--- src/rtl/pipeline_types.sv ---
// Shared types for the pipeline control logic: hazard FSM states and register index width.
package pipeline_types;

  localparam int unsigned REG_IDX_W = 5;

  typedef enum logic [1:0] {
    RUN       = 2'd0,
    DMEM_WAIT = 2'd1,
    IMEM_WAIT = 2'd2,
    DROP      = 2'd3
  } hazard_state_t;

endpackage

--- src/rtl/load_use_detect.sv ---
// Combinational load-use comparator: the decode instruction reads a register the load in execute writes.
module load_use_detect
  import pipeline_types::*;
(
  input  logic [REG_IDX_W-1:0] id_rs1,
  input  logic [REG_IDX_W-1:0] id_rs2,
  input  logic                 id_uses_rs1,
  input  logic                 id_uses_rs2,
  input  logic [REG_IDX_W-1:0] ex_rd,
  input  logic                 ex_is_load,
  output logic                 hit
);

  // x0 is never written, so a load targeting it cannot create a dependency.
  assign hit = ex_is_load && (ex_rd != '0) &&
               ((id_uses_rs1 && (id_rs1 == ex_rd)) ||
                (id_uses_rs2 && (id_rs2 == ex_rd)));

endmodule

--- src/rtl/hazard_unit.sv ---
// Pipeline hazard controller: freezes, flushes, load-use bubbles and fetch stalls.
// Define HAZARD_PERF_EN to build the saturating perf counters; otherwise perf_* read 0.
module hazard_unit
  import pipeline_types::*;
#(
  parameter int PERF_W = 32
) (
  input  logic                 clk,
  input  logic                 rst,
  input  logic [REG_IDX_W-1:0] id_rs1,
  input  logic [REG_IDX_W-1:0] id_rs2,
  input  logic                 id_uses_rs1,
  input  logic                 id_uses_rs2,
  input  logic [REG_IDX_W-1:0] ex_rd,
  input  logic                 ex_is_load,
  input  logic                 ex_br_taken,
  input  logic                 imem_read,
  input  logic                 imem_resp,
  input  logic                 mem_req,
  input  logic                 dmem_resp,
  output logic                 load_pc,
  output logic                 load_if_id,
  output logic                 load_id_ex,
  output logic                 load_ex_mem,
  output logic                 load_mem_wb,
  output logic                 nop_if_id,
  output logic                 nop_id_ex,
  output logic [PERF_W-1:0]    perf_stall,
  output logic [PERF_W-1:0]    perf_flush,
  output logic [PERF_W-1:0]    perf_lduse,
  output logic [1:0]           state_dbg
);

  hazard_state_t state_q, state_d;
  logic lduse_hit;
  logic dstall, istall;

  load_use_detect u_load_use_detect (
    .id_rs1      (id_rs1),
    .id_rs2      (id_rs2),
    .id_uses_rs1 (id_uses_rs1),
    .id_uses_rs2 (id_uses_rs2),
    .ex_rd       (ex_rd),
    .ex_is_load  (ex_is_load),
    .hit         (lduse_hit)
  );

  assign dstall    = mem_req && !dmem_resp;
  assign istall    = imem_read && !imem_resp;
  assign state_dbg = state_q;

  always_ff @(posedge clk) begin
    if (rst) state_q <= RUN;
    else     state_q <= state_d;
  end

  always_comb begin
    load_pc     = 1'b1;
    load_if_id  = 1'b1;
    load_id_ex  = 1'b1;
    load_ex_mem = 1'b1;
    load_mem_wb = 1'b1;
    nop_if_id   = 1'b0;
    nop_id_ex   = 1'b0;
    state_d     = RUN;
    if (rst) begin
      load_pc     = 1'b0;
      load_if_id  = 1'b0;
      load_id_ex  = 1'b0;
      load_ex_mem = 1'b0;
      load_mem_wb = 1'b0;
    end else if (dstall) begin
      // Full freeze; a pending redirect or load-use is re-evaluated once it lifts.
      load_pc     = 1'b0;
      load_if_id  = 1'b0;
      load_id_ex  = 1'b0;
      load_ex_mem = 1'b0;
      load_mem_wb = 1'b0;
      state_d     = (state_q == DROP && !imem_resp) ? DROP : DMEM_WAIT;
    end else if (ex_br_taken) begin
      nop_if_id = 1'b1;
      nop_id_ex = 1'b1;
      if (state_q == DROP) state_d = imem_resp ? RUN : DROP;
      else                 state_d = istall ? DROP : RUN;
    end else if (state_q == DROP) begin
      // Wrong-path fetch still in flight: hold the PC until its response is thrown away.
      nop_if_id = 1'b1;
      load_pc   = imem_resp;
      if (lduse_hit) begin
        load_pc    = 1'b0;
        load_if_id = 1'b0;
        nop_id_ex  = 1'b1;
      end
      state_d = imem_resp ? RUN : DROP;
    end else if (lduse_hit) begin
      load_pc    = 1'b0;
      load_if_id = 1'b0;
      nop_id_ex  = 1'b1;
      state_d    = istall ? IMEM_WAIT : RUN;
    end else if (istall) begin
      load_pc   = 1'b0;
      nop_if_id = 1'b1;
      state_d   = IMEM_WAIT;
    end
  end

`ifdef HAZARD_PERF_EN
  logic              stall_ev, flush_ev, lduse_ev;
  logic [PERF_W-1:0] stall_q, flush_q, lduse_q;

  assign stall_ev = !rst && !load_pc;
  assign flush_ev = !rst && !dstall && ex_br_taken;
  assign lduse_ev = !rst && !dstall && !ex_br_taken && lduse_hit;

  always_ff @(posedge clk) begin
    if (rst) begin
      stall_q <= '0;
      flush_q <= '0;
      lduse_q <= '0;
    end else begin
      if (stall_ev && (stall_q != '1)) stall_q <= stall_q + PERF_W'(1);
      if (flush_ev && (flush_q != '1)) flush_q <= flush_q + PERF_W'(1);
      if (lduse_ev && (lduse_q != '1)) lduse_q <= lduse_q + PERF_W'(1);
    end
  end

  assign perf_stall = stall_q;
  assign perf_flush = flush_q;
  assign perf_lduse = lduse_q;
`else
  assign perf_stall = '0;
  assign perf_flush = '0;
  assign perf_lduse = '0;
`endif

endmodule

--- config.mk ---
export PLATFORM = sky130hd
export DESIGN_NAME = hazard_unit
export DESIGN_NICKNAME = d
export VERILOG_FILES = /design/src/rtl/pipeline_types.sv /design/src/rtl/load_use_detect.sv /design/src/rtl/hazard_unit.sv
export SDC_FILE = /design/constraint.sdc
export NUM_CORES = 1
export LEC_CHECK = 0
export ABC_AREA = 0
export ABC_CLOCK_PERIOD_IN_PS = 2000
export BUFFER_PORTS_ARGS = -buffer_cell sky130_fd_sc_hd__buf_4
export CORE_MARGIN = 3
export CORE_UTILIZATION = 30
export CTS_CLUSTER_DIAMETER = 120
export DETAILED_ROUTE_END_ITERATION = 6
export PLACE_DENSITY = 0.86
export SETUP_SLACK_MARGIN = 0.15
export SYNTH_ARGS = -nofsm -noshare
export SYNTH_HDL_FRONTEND = slang
export SYNTH_HIERARCHICAL = 1
export SYNTH_SLANG_ARGS = --single-unit
--- constraint.sdc ---
create_clock -name clk -period 2 [get_ports clk]
set_clock_uncertainty 0.1 [all_clocks]
set_input_delay 0.4 -clock clk [delete_from_list [all_inputs] [get_ports clk]]
set_output_delay 0.4 -clock clk [all_outputs]
set_load 0.01 [all_outputs]
Word level (Yosys, flattened, before mapping)

Cells that the tools add are included.

Bits in registers: 2
Bits in latches: 0
RAM bits: 0
Memory bits (read-only): 0
Input bits: 25
Output and inout bits: 105
Word-level logic and storage cells: 46
Memories: 0

$add $sub $neg: 0
Multipliers: 0
Div/mod/pow operators: 0
Magnitude comparators: 0
Eq/ne operators: 3
Shift operators: 0
Multiplexer cells: 31
Bitwise gates (word level): 0
Reduce and logical (&&, ||, !) cells: 11

Operator list:

| kind               | number |
|---|---|
| $mux 1             | 23 |
| $mux 2             | 8 |
| $eq 5x5->1         | 2 |
| $logic_and 1x1->1  | 7 |
| $reduce_bool 5->1  | 1 |
| $eq 2x2->1 const B | 1 |
| $logic_not 1->1    | 2 |
| $logic_or 1x1->1   | 1 |

Depth between registers and ports, before layout

Gate-level depths: netlist of the first run.

Word-level depth: 9
Gate-level depth with buffers: 6
Mapped depth without buffers: 6

Modules after synthesis

The synthesis of the first run kept the hierarchy.

By module, submodules not included:

| module          | times used | cells each | area an instance (um^2) | seq. area each (um^2) |
|---|---|---|---|---|
| hazard_unit     | 1          | 117        | 908.4                   | 40.0 |
| load_use_detect | 1          | 17         | 133.9                   | 0.0 |

Least setup slack after synthesis of the first run

No wires, ideal clock.

Kind: in2out
Start: input ex_rd[0]
End: output nop_if_id
Data arrival time: 1.588 ns
Path slack: -0.088 ns
Cell stages on the path: 6
Path buffers: 0
Cell sequence: xor2_1 > nor4_2 > nand3_1 > a21oi_1 > nor3b_1 > o31a_1

Cells in the longest elaborated chain, start to end: 9
Elaborated cells on any way between the ends: 13
Classes of those cells: eq/ne: 2; mux: 5; reduce/logical: 6

Ends and longest elaborated chain:

| item                                 | RTL line                                     | RTL |
|---|---|---|
| from (decl)                          | hazard_unit.sv:14                            | `input logic [REG_IDX_W-1:0] ex_rd,` |
| $eq 5x5->1 (on tied branches)        | load_use_detect.sv:16, load_use_detect.sv:17 |  |
| $logic_and 1x1->1 (on tied branches) | load_use_detect.sv:16, load_use_detect.sv:17 |  |
| $logic_or 1x1->1                     | load_use_detect.sv:16                        | `((id_uses_rs1 && (id_rs1 == ex_rd)) \|\|` |
| $logic_and 1x1->1 (*)                | load_use_detect.sv:15                        | `assign hit = ex_is_load && (ex_rd != '0) &&` |
| net lduse_hit                        | hazard_unit.sv:35                            | `logic lduse_hit;` |
| $mux 1 (*)                           | hazard_unit.sv:95                            | `end else if (lduse_hit) begin` |
| $mux 1 (*)                           | hazard_unit.sv:85                            | `end else if (state_q == DROP) begin` |
| $mux 1 (*)                           | hazard_unit.sv:80                            | `end else if (ex_br_taken) begin` |
| $mux 1 (*)                           | hazard_unit.sv:72                            | `end else if (dstall) begin` |
| $mux 1 (*)                           | hazard_unit.sv:66                            | `if (rst) begin` |
| to (decl)                            | hazard_unit.sv:26                            | `output logic nop_if_id,` |

Mark *: on every way through the listed nets, which the timed path passes. The rest lies on a longest branch.

Final worst setup path of the first run

Start: input id_rs1[0]
End: output nop_if_id

Cells in the longest elaborated chain, start to end: 9

Ends and longest elaborated chain:

| item              | RTL line              | RTL |
|---|---|---|
| from (decl)       | hazard_unit.sv:10     | `input logic [REG_IDX_W-1:0] id_rs1,` |
| $eq 5x5->1        | load_use_detect.sv:16 |  |
| $logic_and 1x1->1 | load_use_detect.sv:16 |  |
| $logic_or 1x1->1  | load_use_detect.sv:16 |  |
| $logic_and 1x1->1 | load_use_detect.sv:15 |  |
| net lduse_hit     | hazard_unit.sv:35     |  |
| $mux 1            | hazard_unit.sv:95     |  |
| $mux 1            | hazard_unit.sv:85     |  |
| $mux 1            | hazard_unit.sv:80     |  |
| $mux 1            | hazard_unit.sv:72     |  |
| $mux 1            | hazard_unit.sv:66     |  |

The timed path passes the listed nets, and every way through them passes these cells.

==> results.json, run 1 <==
{
  "status": "complete, but fails checks",
  "violations": "setup timing",
  "synth_area_leader_cell": "buf_4",
  "finalSetupViolCount": 4,
  "ys.flop_type": "dfxtp_1",
  "n_fill_cell": 332,
  "postRouteAntennaNets": 0,
  "crit_required_ps": 1500,
  "die_w_um": 64.9,
  "fmax_ghz": 0.442,
  "n_antenna_cell": 0,
  "ir_drop_v": 0.0000991,
  "ys_ff_latch": 2,
  "synth_top_cell_area_share_pct": 70.6,
  "gp_congestion": 0.636,
  "min_path_cells": 2,
  "synthTopCellsByCount": "98 x buf_4, 8 x xor2_1, 4 x a21oi_1",
  "ys_async_sr_fraction_pct": 0,
  "grt_overflow": 0,
  "yosysMostFrequentCell": "buf_4",
  "cts_tree": "yes",
  "cts-root-buf": "clkbuf_4",
  "crit_arrival_ps": 1760,
  "yosys_warnings": 6,
  "netlist_instances": 134,
  "multi_input_area_um2": 672,
  "synth-edff-count": 0,
  "critical_path_peak_fanout": 3,
  "drive_above_1_share_pct": 31.0,
  "fp.dieArea_um2": 4220,
  "track_usage_pct": 6.59,
  "ioPinCount": 130,
  "cp-start-kind": "input pin",
  "core-area_um2": 3180,
  "numCtsBuffers": 3,
  "drc_errors": 0,
  "largest_register_ffs": 2,
  "powerDensity_nw_per_um2": 318,
  "grt_pass1_vias": 520,
  "placedCellCount": 212,
  "hold_viol": 0,
  "grt_max_degree": 8,
  "placementRows": 20,
  "nNetsFinal": 198,
  "drtIter0Drc": 7,
  "fin_util_pct": 34.8,
  "wl_per_cell_um": 8.03,
  "syn-cell-area_um2": 1040,
  "maxCapViolations": 0,
  "ys_seq_area_share_pct": 3.84,
  "rsz0062_at_grt": "true",
  "crit_type": "in2out",
  "hold_slack_ps": 303,
  "netlist_top_cells_area": "buf_4 71%, xor2_1 6.7%, dfxtp_1 3.8%, a21oi_1 1.9%, a21boi_4 1.8%",
  "cts.htree.levels": 1,
  "port_buffers": 33,
  "wirelength_um": 1730,
  "clk_pin_slew_worst_paths_ps": 30,
  "r2r_cells": 3,
  "tns_ps": -756,
  "initial_core_util_pct": 32.8,
  "seqCellArea_um2": 40.0,
  "clk_path_buf_depth": 2,
  "p_leak_uw": 0.000639,
  "fin_crit_sh_pct": 113,
  "grt_pass1_wl_um": 2180,
  "avgViaCountPerCell": 3.08,
  "firstDrtPassIters": 4,
  "antenna_found_initial": 0,
  "area_delta_synth_final_pct": 6.00,
  "clkSinkCount": 2,
  "post-cts-setup-buffers": 0,
  "stdcell_count": 215,
  "min_path_type": "in2reg",
  "synthDistinctLibCells": 24,
  "cp-end-kind": "primary output",
  "dr_total_vias": 663,
  "dp_hpwl_um": 1620,
  "min_period_ps": 2260,
  "insertion_delay_ps": 230,
  "fp.dieH_um": 64.9,
  "syn_area_per_cell_um2": 7.78,
  "finalWorstSetupSlack_ps": -260,
  "slew_viol_final": 0
}
[worst paths after layout]
| path | startpoint | to | slack (ps) |
|---|---|---|---|
| max reg2reg | state_dbg[0]$_SDFF_PP0_ | state_dbg[0]$_SDFF_PP0_ | 1070 |
| min reg2reg | state_dbg[1]$_SDFF_PP0_ | state_dbg[1]$_SDFF_PP0_ | 540 |
| max | id_rs1[0] | nop_if_id | -260 |
| min | rst | state_dbg[0]$_SDFF_PP0_ | 300 |
[per-layer routing]
layer	track usage, %	vias to the layer above	share of wire [%]
met1	4.77	287	20
met4	3.17	0	1.2
met2	15.1	74	60
met5	0	-	0
met3	1.21	2	19
li1	-	300	-
[final cells by class]
type / instances / area share (%)
Sequential cell: 2 / 3.62
Clock buffer: 3 / 2.04
Inverter: 1 / 0.340
Multi-Input combinational cell: 128 / 60.8
Tap cell: 44 / 4.98
Timing Repair Buffer: 37 / 28.2
[per-stage QoR]
step	cell area (um2)	power [uW]	setup slack (ps)
CTS	1060	343	-280
floorplan	1400	311	8.15
global placement	1000	238	-314
finish	1100	351	-260
detailed placement	1000	240	-304
global route	1100	379	-337
[worst max-delay path: stages]
cell,delay [ps]
buf_6,100
xor2_2,160
nor4_2,300
nand3_1,160
a21oi_4,180
nor3b_1,70
o31a_1,240
buf_4,140
[power breakdown]
group / internal (uW) / switching [uW]
logic: 81.9 / 135
clock network: 66.3 / 24.5
registers: 42.3 / 1.61
total: 190 / 161
[cells in the final DEF, fill, tap and decap left out, drive strengths merged, types with 2 or more instances in the layout]
cell type  count
nor4           2
dfxtp          2
nand3          2
xor2           8
a21oi          4
conb          96
xnor2          2
buf           37
clkbuf         3
a21boi         2
[cells by family (layout without fill, tap and decap cells)]
| family | Yosys count | in the layout | share of synthesized area [%] |
|---|---|---|---|
| AND/OR/NAND/NOR | 11 | 11 | 8.28 |
| AO/OA/AOI/OAI | 11 | 11 | 8.16 |
| flip-flops | 2 | 2 | 3.84 |
| other | 1 | 96 | 0.360 |
| XOR/XNOR | 10 | 10 | 8.40 |
| buffers and inverters | 99 | 41 | 70.9 |
[what timing repair did]
action / CTS / global route
pin swaps: 6 / 6
hold buffers: 0 / 0
endpoints found under the setup margin: 4 / 4
gates resized for setup: 10 / 7
Note: power is estimated with default switching activity, not from simulation.
==> run 2, diff against run 1 <==
--- a/config.mk
+++ b/config.mk
@@ -6,13 +6,15 @@
 export NUM_CORES = 1
 export LEC_CHECK = 0
 export ABC_AREA = 0
-export ABC_CLOCK_PERIOD_IN_PS = 2000
+export ABC_CLOCK_PERIOD_IN_PS = 2400
 export BUFFER_PORTS_ARGS = -buffer_cell sky130_fd_sc_hd__buf_4
 export CORE_MARGIN = 3
-export CORE_UTILIZATION = 30
+export CORE_UTILIZATION = 33
 export CTS_CLUSTER_DIAMETER = 120
 export DETAILED_ROUTE_END_ITERATION = 6
-export PLACE_DENSITY = 0.86
+export MAX_ROUTING_LAYER = met4
+export PLACE_DENSITY = 0.89
+export REMOVE_ABC_BUFFERS = 1
 export SETUP_SLACK_MARGIN = 0.15
 export SYNTH_ARGS = -nofsm -noshare
 export SYNTH_HDL_FRONTEND = slang
==> constraint.sdc (replaced) <==
create_clock -name clk -period 2.4 [get_ports clk]
set_clock_uncertainty 0.1 [all_clocks]
set_input_delay 0.48 -clock clk [delete_from_list [all_inputs] [get_ports clk]]
set_output_delay 0.48 -clock clk [all_outputs]
set_load 0.01 [all_outputs]
==> results.json, run 2 (synthesis gave the netlist of run 1 again) <==
{
  "ioPinCount": 130,
  "finalSetupViolCount": 0,
  "numCtsBuffers": 3,
  "wl_met1_um": 416,
  "firstDrtPassIters": 4,
  "clk_path_buf_depth": 2,
  "fmax_ghz": 0.423,
  "n_fill_cell": 304,
  "crit_family": "simple AND/OR/NAND/NOR gates",
  "cp-start-kind": "input pin",
  "grt_max_degree": 8,
  "wl_per_cell_um": 8.07,
  "cp-end-kind": "primary output",
  "routed-wl-met2_um": 1020,
  "drc_errors": 0,
  "layout_commonest_cell": "conb_1",
  "wirelength_um": 1700,
  "status": "completed",
  "min_path_type": "in2reg",
  "ir_drop_v": 0.000181,
  "die_w_um": 62.2,
  "placementRows": 19,
  "largest_register_ffs": 2,
  "core-area_um2": 2880,
  "hold_start": "rst",
  "cts-root-buf": "clkbuf_4",
  "critPathSlowestCell": "nor4_2",
  "track_usage_pct": 7.15,
  "avgViaCountPerCell": 3.12,
  "startpoint": "ex_rd[0]",
  "cts_tree": "yes",
  "grt_pass1_vias": 541,
  "crit_type": "in2out",
  "worst_path_largest_cell_delay_ps": 260,
  "hold_viol": 0,
  "insertion_delay_ps": 220,
  "fin_crit_sh_pct": 98.6,
  "dr_total_vias": 655,
  "clkSinkCount": 2,
  "clk_pin_slew_worst_paths_ps": 30,
  "cts_hold_buf": 0,
  "initial_core_util_pct": 36.2,
  "crit_required_ps": 1820,
  "fp.dieArea_um2": 3870,
  "antenna_found_initial": 0,
  "critPathBufInv": 2,
  "maxCapViolations": 0,
  "gp_congestion": 0.736,
  "grt_overflow": 0,
  "p_leak_uw": 0.000624,
  "fp.dieH_um": 62.2,
  "grt_pass1_wl_um": 2230,
  "postRouteAntennaNets": 0,
  "hold_slack_ps": 378,
  "area_delta_synth_final_pct": 3.12,
  "cts.htree.levels": 1,
  "top_layer": "met3",
  "drtIter0Drc": 13,
  "port_buffers": 33,
  "drive_above_1_share_pct": 30.4,
  "final_area_um2": 1070,
  "cp_cell_sequence": "buf_6 -> xor2_2 -> nor4_2 -> nand3_1 -> a21oi_2 -> nor3b_1 -> o31a_1 -> buf_4",
  "n_antenna_cell": 0,
  "crit_arrival_ps": 1790,
  "placed_area_um2": 971,
  "wl_met3_um": 259,
  "min_period_ps": 2370,
  "final_cell_mix": "96 x conb_1, 27 x buf_4, 6 x buf_6",
  "critical_path_peak_fanout": 3,
  "slew_viol_final": 0,
  "rsz0062_at_grt": "true",
  "powerDensity_nw_per_um2": 265,
  "dp_hpwl_um": 1530,
  "fin_util_pct": 37.4,
  "nNetsFinal": 195,
  "reg2reg_from": "state_dbg[0]$_SDFF_PP0_"
}
-- run 2: cell count changes in the layout (fill, tap and decap cells not counted), sizes merged --
cell | before | now
buf | 37 | 34
-- run 2: through the flow --
stage | worst slack, ps | power (uW) | TNS, ps | cells
floorplan | 152 | 139 | 0 | 131
global placement | -52.4 | 193 | -52.4 | 207
detailed placement | -85.1 | 195 | -120 | 207
CTS | -5.61 | 279 | -5.61 | 210
global route | -112 | 307 | -165 | 210
finish | 34.4 | 285 | 0 | 210
-- run 2: cell type report --
| cell class | count | area [um2] | area share (%) |
|---|---|---|---|
| clock buffer | 3 | 22.5 | 2.10 |
| inverter | 1 | 3.75 | 0.349 |
| multi-input combinational | 128 | 671 | 62.4 |
| sequential | 2 | 40.0 | 3.73 |
| tap | 42 | 52.6 | 4.89 |
| timing repair buffer | 34 | 285 | 26.5 |
-- run 2: what timing repair did --
item,CTS,global route
endpoints found under the setup margin,4,4
pin swaps,8,5
gates resized for setup,12,4
buffers inserted,0,0
hold endpoints to repair,0,0
cloned,0,0
-- run 2: routing by layer --
metal,vias up,global-route usage (%)
met1,287,6.27
met3,0,0.541
li1,296,-
met5,-,-
met2,72,15.5
met4,0,2.49
-- run 2: report_power, final --
group	switching (uW)	internal [uW]	leakage, uW
sequential	1.11	35.3	0.0000165
clock	16.2	55.0	0.0000138
combinational	112	65.0	0.000593
total	129	155	0.000624
-- run 2: final timing paths --
| check | end | slack [ps] | depth (start not counted) |
|---|---|---|---|
| setup / recovery | nop_if_id | 30 | 8 |
| setup reg to reg | state_dbg[0]$_SDFF_PP0_ | 1520 | 3 |
| hold reg to reg | state_dbg[1]$_SDFF_PP0_ | 540 | 3 |
| hold / removal | state_dbg[0]$_SDFF_PP0_ | 380 | 2 |
